===== src/rtl/time_pkg.sv =====
// Shared definitions for the time-field counter blocks.
//
// Contents:
//   STATE_W            width of the run-control state register
//   state_t            state register type
//   ST_IDLE / ST_RUN / ST_DONE   run-control state encodings
package time_pkg;

  localparam int STATE_W = 2;

  typedef logic [STATE_W-1:0] state_t;

  localparam logic [1:0] ST_IDLE = 2'd0;
  localparam logic [1:0] ST_RUN  = 2'd1;
  localparam logic [1:0] ST_DONE = 2'd2;

endpackage


===== src/rtl/mod_step.sv =====
// Combinational +/-1 modulo MODULUS step with wrap indication.
//
// Parameters:
//   MODULUS  count range 0..MODULUS-1
//   WIDTH    width of the count value
// Ports:
//   val_i     current count
//   up_i      1 = step up, 0 = step down
//   nxt_o     stepped count
//   carry_o   step wraps MODULUS-1 -> 0
//   borrow_o  step wraps 0 -> MODULUS-1
module mod_step #(
  parameter int MODULUS = 100,
  parameter int WIDTH   = 7
) (
  input  logic [WIDTH-1:0] val_i,
  input  logic             up_i,
  output logic [WIDTH-1:0] nxt_o,
  output logic             carry_o,
  output logic             borrow_o
);

  localparam logic [WIDTH-1:0] MAX_VAL = WIDTH'(MODULUS - 1);

  logic at_max;
  logic at_zero;

  assign at_max  = (val_i == MAX_VAL);
  assign at_zero = (val_i == '0);

  always_comb begin
    nxt_o    = val_i;
    carry_o  = 1'b0;
    borrow_o = 1'b0;
    if (up_i) begin
      if (at_max) begin
        nxt_o   = '0;
        carry_o = 1'b1;
      end else begin
        nxt_o = val_i + WIDTH'(1);
      end
    end else begin
      if (at_zero) begin
        nxt_o    = MAX_VAL;
        borrow_o = 1'b1;
      end else begin
        nxt_o = val_i - WIDTH'(1);
      end
    end
  end

endmodule


===== src/rtl/mod_updown_counter.sv =====
// Modulo-MODULUS up/down counter for one time field (stopwatch or countdown),
// with run-control FSM, preset load, manual inc/dec and registered
// carry/borrow pulses for cascading into the next field.
//
// Optional feature macro: TIME_COUNTER_ONESHOT_EN
//   defined   : counting down in RUN stops at zero and enters DONE
//   undefined : no DONE state, down count always wraps, o_done tied 0
//
// State table:
//   state   | meaning
//   ST_IDLE | paused, ticks ignored, inc/dec accepted
//   ST_RUN  | ticks step the count in direction `up`
//   ST_DONE | countdown reached zero, count frozen until clear/load
//
// Ports:
//   clk       system clock
//   reset_n   asynchronous active-low reset
//   tick      count-step pulse (counted only in RUN)
//   up        direction, 1 = up
//   run       run level
//   clear     synchronous clear to 0 (highest priority)
//   load      synchronous preset from load_val (saturated)
//   load_val  preset value
//   inc/dec   manual step pulses
//   o_time    registered count
//   o_carry   registered wrap-up pulse
//   o_borrow  registered wrap-down pulse
//   o_zero    o_time == 0
//   o_done    registered, FSM in DONE
module mod_updown_counter
  import time_pkg::*;
#(
  parameter int MODULUS = 100,
  parameter int WIDTH   = 7
) (
  input  logic             clk,
  input  logic             reset_n,
  input  logic             tick,
  input  logic             up,
  input  logic             run,
  input  logic             clear,
  input  logic             load,
  input  logic [WIDTH-1:0] load_val,
  input  logic             inc,
  input  logic             dec,
  output logic [WIDTH-1:0] o_time,
  output logic             o_carry,
  output logic             o_borrow,
  output logic             o_zero,
  output logic             o_done
);

  localparam logic [WIDTH-1:0] MAX_VAL = WIDTH'(MODULUS - 1);

  state_t           state_q, state_d;
  logic [WIDTH-1:0] count_q, count_d;
  logic             carry_q, carry_d;
  logic             borrow_q, borrow_d;

  logic             tick_step;
  logic             man_step;
  logic             step_up;
  logic [WIDTH-1:0] step_nxt;
  logic             step_carry;
  logic             step_borrow;

  // Ticks only count while already in RUN (decided on the current state,
  // so a tick coinciding with run falling is still counted).
  assign tick_step = tick && (state_q == ST_RUN);
  // inc and dec together cancel out.
  assign man_step  = inc ^ dec;
  // A tick step owns the step path; otherwise the manual direction does.
  assign step_up   = tick_step ? up : inc;

  mod_step #(
    .MODULUS (MODULUS),
    .WIDTH   (WIDTH)
  ) u_step (
    .val_i    (count_q),
    .up_i     (step_up),
    .nxt_o    (step_nxt),
    .carry_o  (step_carry),
    .borrow_o (step_borrow)
  );

  always_comb begin
    state_d  = state_q;
    count_d  = count_q;
    carry_d  = 1'b0;
    borrow_d = 1'b0;
    if (clear) begin
      count_d = '0;
      state_d = ST_IDLE;
    end else if (load) begin
      count_d = (load_val > MAX_VAL) ? MAX_VAL : load_val;
      state_d = ST_IDLE;
`ifdef TIME_COUNTER_ONESHOT_EN
    end else if (state_q == ST_DONE) begin
      // frozen: only clear, load or reset leave DONE
      state_d = ST_DONE;
`endif
    end else begin
      state_d = run ? ST_RUN : ST_IDLE;
`ifdef TIME_COUNTER_ONESHOT_EN
      // Countdown stops at zero instead of wrapping.
      if (tick_step && !up && (count_q <= WIDTH'(1))) begin
        count_d = '0;
        state_d = ST_DONE;
      end else
`endif
      if (tick_step || man_step) begin
        count_d  = step_nxt;
        carry_d  = step_carry;
        borrow_d = step_borrow;
      end
    end
  end

  always_ff @(posedge clk or negedge reset_n) begin
    if (!reset_n) begin
      state_q  <= ST_IDLE;
      count_q  <= '0;
      carry_q  <= 1'b0;
      borrow_q <= 1'b0;
    end else begin
      state_q  <= state_d;
      count_q  <= count_d;
      carry_q  <= carry_d;
      borrow_q <= borrow_d;
    end
  end

`ifdef TIME_COUNTER_ONESHOT_EN
  logic done_q;

  always_ff @(posedge clk or negedge reset_n) begin
    if (!reset_n) begin
      done_q <= 1'b0;
    end else begin
      done_q <= (state_d == ST_DONE);
    end
  end

  assign o_done = done_q;
`else
  assign o_done = 1'b0;
`endif

  assign o_time   = count_q;
  assign o_carry  = carry_q;
  assign o_borrow = borrow_q;
  assign o_zero   = (count_q == '0);

endmodule


===== config.mk =====
export PLATFORM = sky130hd
export DESIGN_NAME = mod_updown_counter
export DESIGN_NICKNAME = d
export VERILOG_FILES = /design/src/rtl/time_pkg.sv /design/src/rtl/mod_step.sv /design/src/rtl/mod_updown_counter.sv
export SDC_FILE = /design/constraint.sdc
export NUM_CORES = 1
export LEC_CHECK = 0
export CAP_MARGIN = 20
export CORE_MARGIN = 1.5
export CORE_UTILIZATION = 45
export CTS_CLUSTER_SIZE = 40
export DETAILED_ROUTE_END_ITERATION = 12
export PLACE_DENSITY = 0.84
export SLEW_MARGIN = 10
export SYNTH_ARGS = -nofsm -noshare
export SYNTH_HDL_FRONTEND = slang
export SYNTH_SLANG_ARGS = --single-unit

===== constraint.sdc =====
create_clock -name clk -period 1.8 [get_ports clk]
set_input_delay 0.45 -clock clk [delete_from_list [all_inputs] [get_ports clk]]
set_output_delay 0.45 -clock clk [all_outputs]
set_load 0.01 [all_outputs]

### Yosys cells after proc, flatten, opt, wreduce, memory -nomap -nowiden

Index checks and enable logic that the tools add are counted.

* add/sub/neg operators: 2
* $lt $le $gt $ge: 1
* equality and inequality tests: 2
* mux-type cells: 21
* bitwise gates (word level): 1
* reductions and logical operators: 4

Operators with widths (number)
* $mux 7: 7
* $mux 1: 14
* $add 7x1->7 const B: 1
* $eq 7x7->1 const B: 1
* $gt 7x7->1 const B: 1
* $logic_not 7->1: 1
* $sub 7x1->7 const B: 1
* $reduce_bool 3->1: 1
* $eq 2x1->1 const B: 1
* $logic_and 1x1->1: 1
* $logic_or 1x1->1: 1
* $xor 1x1->1: 1

* bits in registers: 11
* input bits: 16
* output and inout port bits: 11
* word-level logic and storage cells: 35

### Logic depth before layout (Yosys ltp)

Gate-level depths: netlist of run 1.

* depth in word-level cells: 7
* gate-level depth with buffers: 8
* depth with buffers taken out: 8

### By module

A second synthesis of run 1 with hierarchy kept.

* cell total of the unflattened synthesis: 113
* area total of the unflattened synthesis: 953.4 um2

Modules (own cells, without submodules)
* mod_updown_counter: times used 1, cells each 55, area each 588.1 um2, seq. area each 250.2 um2
* mod_step: times used 1, cells each 58, area each 365.4 um2, seq. area each 0.0 um2

### Worst setup path after synthesis of run 1

OpenSTA, ideal clock, no wires.

* path type: reg2reg
* start point: register count_q[0], in the netlist o_time[0]
* end point: register count_q[3], in the netlist o_time[3]
* library setup time: 0.095 ns
* data arrival time: 1.662 ns
* data required time: 1.705 ns
* slack: 0.042 ns
* cell stages (with the launch flop): 7
* buffers on the path: 0
* period minus slack after synthesis: 1.758 ns
* cell sequence: dfrtp_1 inv_1 ha_1 nor2b_1 a211o_1 o221a_1 o31ai_1

* longest elaborated chain between the ends: 6
* elaborated cells between the ends (all ways): 10
* classes of those cells: add/sub: 2; eq/ne: 1; mux: 6; reduce/logical: 1

RTL lines
* start: declaration: RTL line mod_updown_counter.sv:56 `logic [WIDTH-1:0] count_q, count_d;`
* start signal: assignment: RTL line mod_updown_counter.sv:127 `count_q <= count_d;`
* $sub 7x1->7, or another cell as far along: RTL line mod_step.sv:47 `nxt_o = val_i - WIDTH'(1);`
* $mux 7, on equally long branches: RTL line mod_step.sv:43, mod_step.sv:36
* $mux 7 (*): RTL line mod_step.sv:35 `if (up_i) begin`
* $mux 7 (*): RTL line mod_updown_counter.sv:111 `if (tick_step || man_step) begin`
* $mux 7 (*): RTL line mod_updown_counter.sv:94 `end else if (load) begin`
* $mux 7 (*): RTL line mod_updown_counter.sv:91 `if (clear) begin`

Mark *: on every way between the ends. The rest lies on a longest branch, timed or not. The select of a mux whose other input is x is not followed.
A chain may end at the register's enable or synchronous reset.

### Final worst setup path of run 1

* start point: register count_q[4], in the netlist o_time[4]
* end point: register count_q[6], in the netlist o_time[6]

Same word-level chain as after synthesis.

==> results of run 1 <==
## worst register-to-register path: stages (launching register included)
cell	delay, ns
dfrtp_1	0.41
buf_4	0.17
or3_4	0.39
a21o_1	0.16
a2111o_1	0.38
o211ai_2	0.08
nand2_1	0.07
## sequential cells by signal, indices dropped and copies added, names as in the netlist
name,cells
o_borrow,1
o_carry,1
o_time,7
state_q,1
## stage by stage
stage,TNS (ns),hold WS (ns),utilization
2_1_floorplan,0,0.154,-
3_3_place_gp,-1.48,0.596,0.723
3_5_place_dp,-2.11,0.606,0.723
4_1_cts,0,0.520,0.763
5_1_grt,0,0.546,0.804
6_report,0,0.504,0.804
## cell usage after synthesis (2+ instances only)
library cell	instances
nand2_1	17
dfrtp_1	10
nor2_1	8
nor3_1	8
o21ai_0	4
and3_1	3
ha_1	3
inv_1	3
a21oi_1	2
a22oi_1	2
a31oi_1	2
and2_1	2
buf_2	2
buf_6	2
nand3_1	2
nor4_2	2
o21ai_1	2
o221ai_1	2
o31ai_1	2
or3_1	2
xnor2_1	2
## repair_timing
item / CTS / global route
resized for setup: 18 / 14
hold buffers: 0 / 0
pin swaps: 5 / 7
endpoints found under the setup margin: 2 / 11
buffers inserted: 4 / 1
## path summary, 6_finish.rpt
check                                   endpoint  slack, ns  cells after the start
setup / recovery           o_time[6]$_DFFE_PN0P_       0.04                      6
hold / removal                o_borrow$_DFF_PN0_       0.50                      1
setup reg to reg           o_time[6]$_DFFE_PN0P_       0.04                      6
hold reg to reg            o_time[1]$_DFFE_PN0P_       0.65                      3
max in group asynchronous  o_time[0]$_DFFE_PN0P_       0.97                      1
min in group clk           o_time[1]$_DFFE_PN0P_       0.65                      3
## per-layer routing
metal / up-vias / GRT usage / wire length, µm
met5: - / 0 / 0
met4: 0 / 0.109 / 97
met3: 17 / 0.0667 / 306
met2: 86 / 0.528 / 1500
met1: 509 / 0.349 / 1090
li1: 490 / - / -
## kinds of logic after synthesis
family / after synthesis / share of synthesized area
xor+xnor: 3 / 0.0309
other cells: 1 / 0.00441
simple gates: 50 / 0.301
flops: 10 / 0.294
fa+ha+maj: 3 / 0.0441
buf+inv: 10 / 0.0691
compound gates: 29 / 0.256
## layout make-up
cell class	count	area (µm²)
fill	120	342
clock buffer	3	22.5
tap	25	31.3
timing repair buffer	53	467
sequential	10	250
inverter	4	15.0
multi-input combinational	86	618
## power by group through the flow
stage	registers, mW	logic (mW)	clock network (mW)
2_1_floorplan	0.277	0.182	0
3_3_place_gp	0.258	0.390	0
3_5_place_dp	0.259	0.402	0
4_1_cts	0.260	0.437	0.160
5_1_grt	0.263	0.520	0.171
6_report	0.261	0.492	0.162
==> results.md, run 1 <==
- CTS tree: built
- Internal power: ~0.57 mW
- Post-DP HPWL: 2110 µm
- Syn Inst Count: 106
- Via count: 1,102
- Synth warn: 0
- RSZ-0062 raised after global routing: no
- Largest net degree at the start of global routing: 11
- Slowest CP cell: dfrtp_1
- # IOs: 27
- Syn Nets: 125
- Total Die Area: ~2200 µm²
- Vias in the first global route: 1,001
- Non-Filler Instances: approximately 180
- # setup viols final: 0
- Commonest non-fill, non-tap cell in the layout: buf_4
- Routability cong.: about 0.93
- Flop pwr share: 0.285
- Worst skew pair latency: about 0.27 ns
- Wirelength, routed: around 3000 µm
- Critical setup path kind: reg -> reg
- Synth top area cells: dfrtp_1 (29%), nand2_1 (7.5%), nor3_1 (4.7%), ha_1 (4.4%), nor2_1 (3.5%)
- Register bit total from synthesis: 10
- Power Dens Cells: 652 nW/µm²
- Final min period: 1.76 ns
- Final hold viol count: 0
- Leakage power: 0.662 nW
- Max incr delay on CP: between 0.4 and 0.5 ns
- Reg-to-reg startpoint: o_time[4]$_DFFE_PN0P_
- Antenna viol nets, final: 0
- Post-synth EDFFs: 0
- NetSw: 0.341 mW
- Power Total: 0.915 mW
- Peak supply drop: 0.529 mV
- Layout area overhead: 65.0%
- Final Worst Setup Slack: 0.0366 ns
- Max Slew Vio Count: 0
- WP buf/inv: 1
- Initial antenna violation count: 0
- Crit path capture type: flop
- CTS sink cnt: 10
- Vias per cell: around 6.1
- Worst-path clk slew: 0.07 ns
- Crit start category: flop
- Clock Path Buffers: 2
- Wire per inst: roughly 17 µm
- Placed Area: 1260 µm²
- Initial DRC Count: 92
- Share of the synthesized area in the top cell type: 0.294
- Main synth FF type: dfrtp_1
- Cell area after layout: 1400 µm²
- Overall routing resource usage: 0.299
- Critical path startpoint: o_time[4]$_DFFE_PN0P_
- DRC Markers: 0
- Port Buffers: 25
- Clock share of power: 0.177
- WP data arrival: ~1.9 ns
- HP Class: in -> async
- Root Buffer Master: clkbuf_4
- Mean Syn Cell Area: 8.03 µm²
- Cell family with most CP delay: compound AO/OA/AOI/OAI gates
- Layout cells sized above 1: 0.314
- Most frequent cells in the layout: buf_4 (26), nand2_1 (16), clkdlybuf4s50_1 (16)
- Sequential share of the synthesized area: 0.294
- # H-tree levels: 1
- Total CTS buffers: 3
- Global-route wire length before repair: approximately 4600 µm
- Post-Place Worst Slack: -0.362 ns
- Worst-path fanout max: 7
- Post-Synthesis Cell Area: 851 µm²
- Crit-path cells: buf_4 > or3_4 > a21o_1 > a2111o_1 > o211ai_2 > nand2_1
- Final worst path period share: 0.980
- N_diodes: 0
- Net count, final: 177
- Global route overflow: 0
- Max cap viols: 0
- Starting Density: 0.487
- Post-synthesis cell type with the largest combined area: dfrtp_1
- Comb power frac: 0.537
- DRT Pass-1 Iters: 6
- Yosys cell types: 45
- Fmax: between 500 and 600 MHz
- Core ar.: 1750 µm²
- Post-synth ARST share: 1.00
- Die width: 46.5 µm
- Switching Share: 0.372
- Std cell rows: 15
- Worst clock skew: between 0.0015 and 0.002 ns
- Placed insts: approximately 170
- Status: completed
- Crit path required time: just under 2 ns
- Vert. Die Dim: roughly 46 µm
Power figures use the tool's default switching activity.
==> inputs of run 2 (changes only) <==
--- a/config.mk
+++ b/config.mk
@@ -10,8 +10,7 @@
 export CORE_UTILIZATION = 45
 export CTS_CLUSTER_SIZE = 40
 export DETAILED_ROUTE_END_ITERATION = 12
-export PLACE_DENSITY = 0.84
-export SLEW_MARGIN = 10
+export PLACE_DENSITY = 0.9
 export SYNTH_ARGS = -nofsm -noshare
 export SYNTH_HDL_FRONTEND = slang
 export SYNTH_SLANG_ARGS = --single-unit
==> results.md, run 2 (synthesis gave the netlist of run 1 again) <==
- Status: completed
- Worst-path fanout max: 6
- Net count, final: 174
- CTS sink cnt: 10
- Worst skew pair latency: 0.29 ns
- Cts hold-fix bufs: 0
- Vias per cell: 5.91
- N_diodes: 0
- Fmax: 564 MHz
- Most frequent cells in the layout: buf_4 (23), clkdlybuf4s50_1 (17), nand2_1 (16)
- Max Slew Vio Count: 0
- Reg2Reg Depth: 6
- Comb power frac: 0.476
- Wirelength, routed: 2850 µm
- Met1 Resource Use GR: 0.363
- Placed insts: between 150 and 200
- Largest net degree at the start of global routing: 11
- Internal power: 0.588 mW
- Global routing's busiest layer: met2
- R2r endpoint: o_time[6]$_DFFE_PN0P_
- Worst-path clk slew: 0.08 ns
- Max reg flops: 7
- Layout area overhead: 60.0%
- Layout cells sized above 1: 0.279
- Post-DP HPWL: 2140 µm
- # setup viols final: 0
- Non-Filler Instances: 179
- NetSw: 0.338 mW
- # H-tree levels: 1
- Antenna viol nets, final: 0
- Total Die Area: 2160 µm²
- Total CTS buffers: 3
- Root Buffer Master: clkbuf_4
- Clock Path Buffers: 2
- Worst clock skew: 0.000874 ns
- Clock share of power: 0.244
- Crit path capture type: output port
- Final worst path period share: 0.985
- Fill cells: 115
- HP Class: in -> async
- Routability cong.: just under 1
- Final hold viol count: 0
- Hold Worst Slack: 0.484 ns
- Leakage power: 0.645 nW
- Commonest non-fill, non-tap cell in the layout: buf_4
- Port Buffers: 25
- Power Total: about 0.93 mW
- Initial DRC Count: 14
- Met2 Use GR: 0.500
- Power Dens Cells: between 600 and 700 nW/µm²
- WP data arrival: between 1 and 1.5 ns
- Crit path required time: 1.35 ns
- DRT Pass-1 Iters: 4
- Final min period: ~1.8 ns
- Switching Share: 0.365
- CTS tree: built
- Crit start category: flop
- DRC Markers: 0
- Core ar.: 1750 µm²
- Peak supply drop: between 0.4 and 0.5 mV
- Starting Density: 0.487
- Flop pwr share: 0.280
- Die width: 46.5 µm
- Overall routing resource usage: 0.294
- Global-route wire length before repair: 4460 µm
- R2r setup slk: about 0.040 ns
- Finished Core Util: 0.780
- Max cap viols: 0
- Vias in the first global route: 1,018
- Initial antenna violation count: 0
- Std cell rows: 15
- # IOs: 27
- Met3 Usage GRT: 0.0510
- Wire per inst: 15.9 µm
- Final Worst Setup Slack: 0.0267 ns
- Global route overflow: 0
- Post-Place Worst Slack: -0.423 ns
- Reg-to-reg startpoint: o_time[4]$_DFFE_PN0P_
- Via count: 1,058
- Critical setup path kind: reg -> out
- Vert. Die Dim: 46.5 µm
- RSZ-0062 raised after global routing: yes
[run 2: metal layers]
metal  wire length [µm]  vias up
met1               1160      506
met2               1440       56
met4                 65        0
met5                  0        -
li1                   -      486
met3                186       10
[run 2: power by group through the flow]
stage	sequential [mW]	combinational, mW	clock [mW]
after global routing	0.261	0.475	0.224
final	0.259	0.441	0.226
after global placement	0.258	0.391	0
after floorplan	0.277	0.182	0
after CTS	0.258	0.420	0.221
after detailed placement	0.260	0.404	0
[run 2: worst max path at each step]
| stage | start | to | slack, ns | cells after the start |
|---|---|---|---|---|
| floorplan | o_time[0]$_DFFE_PN0P_ | o_time[3]$_DFFE_PN0P_ | 0.04 | 6 |
| global placement | tick | o_time[5]$_DFFE_PN0P_ | -0.23 | 6 |
| detailed placement | tick | o_time[5]$_DFFE_PN0P_ | -0.42 | 6 |
| CTS | o_time[0]$_DFFE_PN0P_ | o_time[3]$_DFFE_PN0P_ | -0.003 | 7 |
| global route | o_time[0]$_DFFE_PN0P_ | o_time[4]$_DFFE_PN0P_ | -0.01 | 8 |
| finish | o_time[1]$_DFFE_PN0P_ | o_time[1] | 0.03 | 2 |
[run 2: final cells by class]
| type | instances | area (µm²) | area share |
|---|---|---|---|
| Timing Repair Buffer | 50 | 439 | 0.323 |
| Inverter | 4 | 15.0 | 0.0110 |
| Clock buffer | 4 | 36.3 | 0.0267 |
| Multi-Input combinational cell | 86 | 589 | 0.433 |
| Sequential cell | 10 | 250 | 0.184 |
| Tap cell | 25 | 31.3 | 0.0230 |
[run 2: what timing repair did]
item,4_1_cts,5_1_grt
pin swaps,3,4
gates cloned,0,0
endpoints found under the setup margin,7,10
gates resized for setup,15,9
buffers inserted,1,0
[run 2: through the flow]
step,TNS (ns),cell area (µm²)
2_1_floorplan,0,851
3_3_place_gp,-1.49,1270
3_5_place_dp,-2.20,1270
4_1_cts,-0.00320,1330
5_1_grt,-0.0225,1360
6_report,0,1360
[run 2: critical path, cell delays in order (launching register included)]
cell and delay (ns):
dfrtp_1 0.35, buf_4 0.14, clkdlybuf4s50_1 0.54
==> inputs of run 3 (changes only) <==
--- a/config.mk
+++ b/config.mk
@@ -7,10 +7,10 @@
 export LEC_CHECK = 0
 export CAP_MARGIN = 20
 export CORE_MARGIN = 1.5
-export CORE_UTILIZATION = 45
+export CORE_UTILIZATION = 35
 export CTS_CLUSTER_SIZE = 40
 export DETAILED_ROUTE_END_ITERATION = 12
-export PLACE_DENSITY = 0.9
+export PLACE_DENSITY = 0.75
 export SYNTH_ARGS = -nofsm -noshare
 export SYNTH_HDL_FRONTEND = slang
 export SYNTH_SLANG_ARGS = --single-unit
==> results.md, run 3 (synthesis gave the netlist of run 1 again) <==
- Port Buffers: 25
- Commonest non-fill, non-tap cell in the layout: buf_4
- Most frequent cells in the layout: buf_4 (20), clkdlybuf4s50_1 (17), nand2_1 (16)
- N_diodes: 0
- Wirelength, routed: 2930 µm
- Wire per inst: 16.3 µm
- Switching Share: 0.353
- Status: completed
- Power Dens Cells: 673 nW/µm²
- Initial DRC Count: 45
- NetSw: between 0.3 and 0.4 mW
- Worst rel slew slack: 0.665
- # IOs: 27
- DRC Markers: 0
- Final worst path period share: 0.982
- Starting Density: 0.377
- Slew @ Worst Pin: roughly 0.50 ns
- Die width: 52.3 µm
- Final min period: roughly 1.8 ns
- Power Total: 0.920 mW
- Worst clock skew: 0.00744 ns
- Crit path capture type: output port
- Placed Area: 1260 µm²
- Post-DP HPWL: ~2300 µm
- Finished Core Util: 0.607
- Via count: 1,067
- Worst-path clk slew: around 0.08 ns
- RSZ-0062 raised after global routing: yes
- HP Class: in -> async
- Internal power: a little under 0.6 mW
- Layout area overhead: 60.7%
- Flop pwr share: 0.284
- Total Die Area: around 2700 µm²
- Core ar.: approximately 2300 µm²
- Root Buffer Master: clkbuf_4
- Vias per cell: 5.93
- Std cell rows: 17
- Global route overflow: 0
- Cts hold-fix bufs: 0
- Critical setup path kind: reg -> out
- DRT Pass-1 Iters: 7
- Clock Path Buffers: 2
- Total CTS buffers: 3
- # setup viols final: 0
- Leakage power: 0.649 nW
- Crit start category: flop
- Largest net degree at the start of global routing: 11
- Vert. Die Dim: roughly 52 µm
- Crit path required time: 1.35 ns
- Max cap viols: 0
- # H-tree levels: 1
- Net count, final: 172
- Reg2Reg Depth: 6
- Routability cong.: 0.910
- Vias in the first global route: between 1,000 and 1,500
- Antenna viol nets, final: 0
- Max Slew Vio Count: 0
- Initial antenna violation count: 0
- Worst skew pair latency: 0.28 ns
- WP data arrival: 1.32 ns
- Worst-path fanout max: 2
- Peak supply drop: 0.493 mV
- Fmax: 566 MHz
- Overall routing resource usage: 0.236
- Max reg flops: 7
- Global-route wire length before repair: 4690 µm
- CTS tree: built
- Clock share of power: 0.230
- CTS sink cnt: 10
- Comb power frac: 0.486
- Layout cells sized above 1: 0.276
- Cell area after layout: between 1000 and 1500 µm²
- Final hold viol count: 0
-- run 3: cell types whose count changed in the layout (fill, tap and decap cells not counted) --
| cell | previous run | this run |
|---|---|---|
| buf_4 | 23 | 20 |
| buf_6 | 2 | 4 |
| a221oi_1 | 0 | 1 |
| a221oi_2 | 1 | 0 |
| buf_2 | 1 | 0 |
| dlygate4sd2_1 | 5 | 4 |
| dlymetal6s2s_1 | 2 | 3 |
| ha_1 | 3 | 2 |
| ha_2 | 0 | 1 |
| xnor2_1 | 2 | 1 |
| xnor2_2 | 0 | 1 |
-- run 3: layout make-up --
class / instances / area [µm²]
tap: 28 / 35.0
clock buffer: 4 / 36.3
timing repair buffer: 48 / 438
sequential: 10 / 250
inverter: 4 / 15.0
multi-input combinational: 86 / 593
fill: 222 / 887
-- run 3: through the flow --
step / setup TNS (ns) / hold slack, ns / std cells / worst slack, ns
floorplan: 0 / 0.154 / 106 / 0.0423
global placement: -1.53 / 0.596 / 175 / -0.240
detailed placement: -2.12 / 0.611 / 175 / -0.335
CTS: -0.0145 / 0.518 / 179 / -0.0145
global route: -0.0118 / 0.559 / 180 / -0.0118
finish: 0 / 0.505 / 180 / 0.0331
-- run 3: worst max-delay path, cell delays in order, from the launching register on --
cell,delay (ns)
dfrtp_1,0.42
nor4_4,0.36
nand2_2,0.10
inv_2,0.07
buf_6,0.09
-- run 3: path summary, 6_finish.rpt --
path / from / end / slack (ns)
worst max-delay path: o_time[2]$_DFFE_PN0P_ / o_zero / 0.03
min in group clk: o_time[1]$_DFFE_PN0P_ / o_time[1]$_DFFE_PN0P_ / 0.63
max in group asynchronous: reset_n / o_carry$_DFF_PN0_ / 0.95
worst min-delay path: reset_n / o_time[5]$_DFFE_PN0P_ / 0.51
worst max register to register: o_time[4]$_DFFE_PN0P_ / o_time[6]$_DFFE_PN0P_ / 0.07
worst min register to register: o_time[1]$_DFFE_PN0P_ / o_time[1]$_DFFE_PN0P_ / 0.63
-- run 3: repair_timing --
action,in CTS,in global routing
endpoints found under the hold margin,0,0
setup buffers,0,2
endpoints found under the setup margin,5,10
pin swaps,1,8
resized for setup,17,10
-- run 3: power groups by stage --
stage | registers (mW) | clock network (mW) | logic, mW
CTS | 0.260 | 0.213 | 0.420
global placement | 0.258 | 0 | 0.394
global route | 0.263 | 0.223 | 0.484
finish | 0.261 | 0.212 | 0.447
detailed placement | 0.259 | 0 | 0.406
floorplan | 0.277 | 0 | 0.182
-- run 3: layer usage --
| layer | GRT usage | up-vias | wire, µm |
|---|---|---|---|
| li1 | - | 486 | - |
| met1 | 0.281 | 479 | 1150 |
| met2 | 0.402 | 79 | 1360 |
| met3 | 0.0686 | 23 | 283 |
| met4 | 0.0812 | 0 | 132 |
| met5 | 0 | - | 0 |
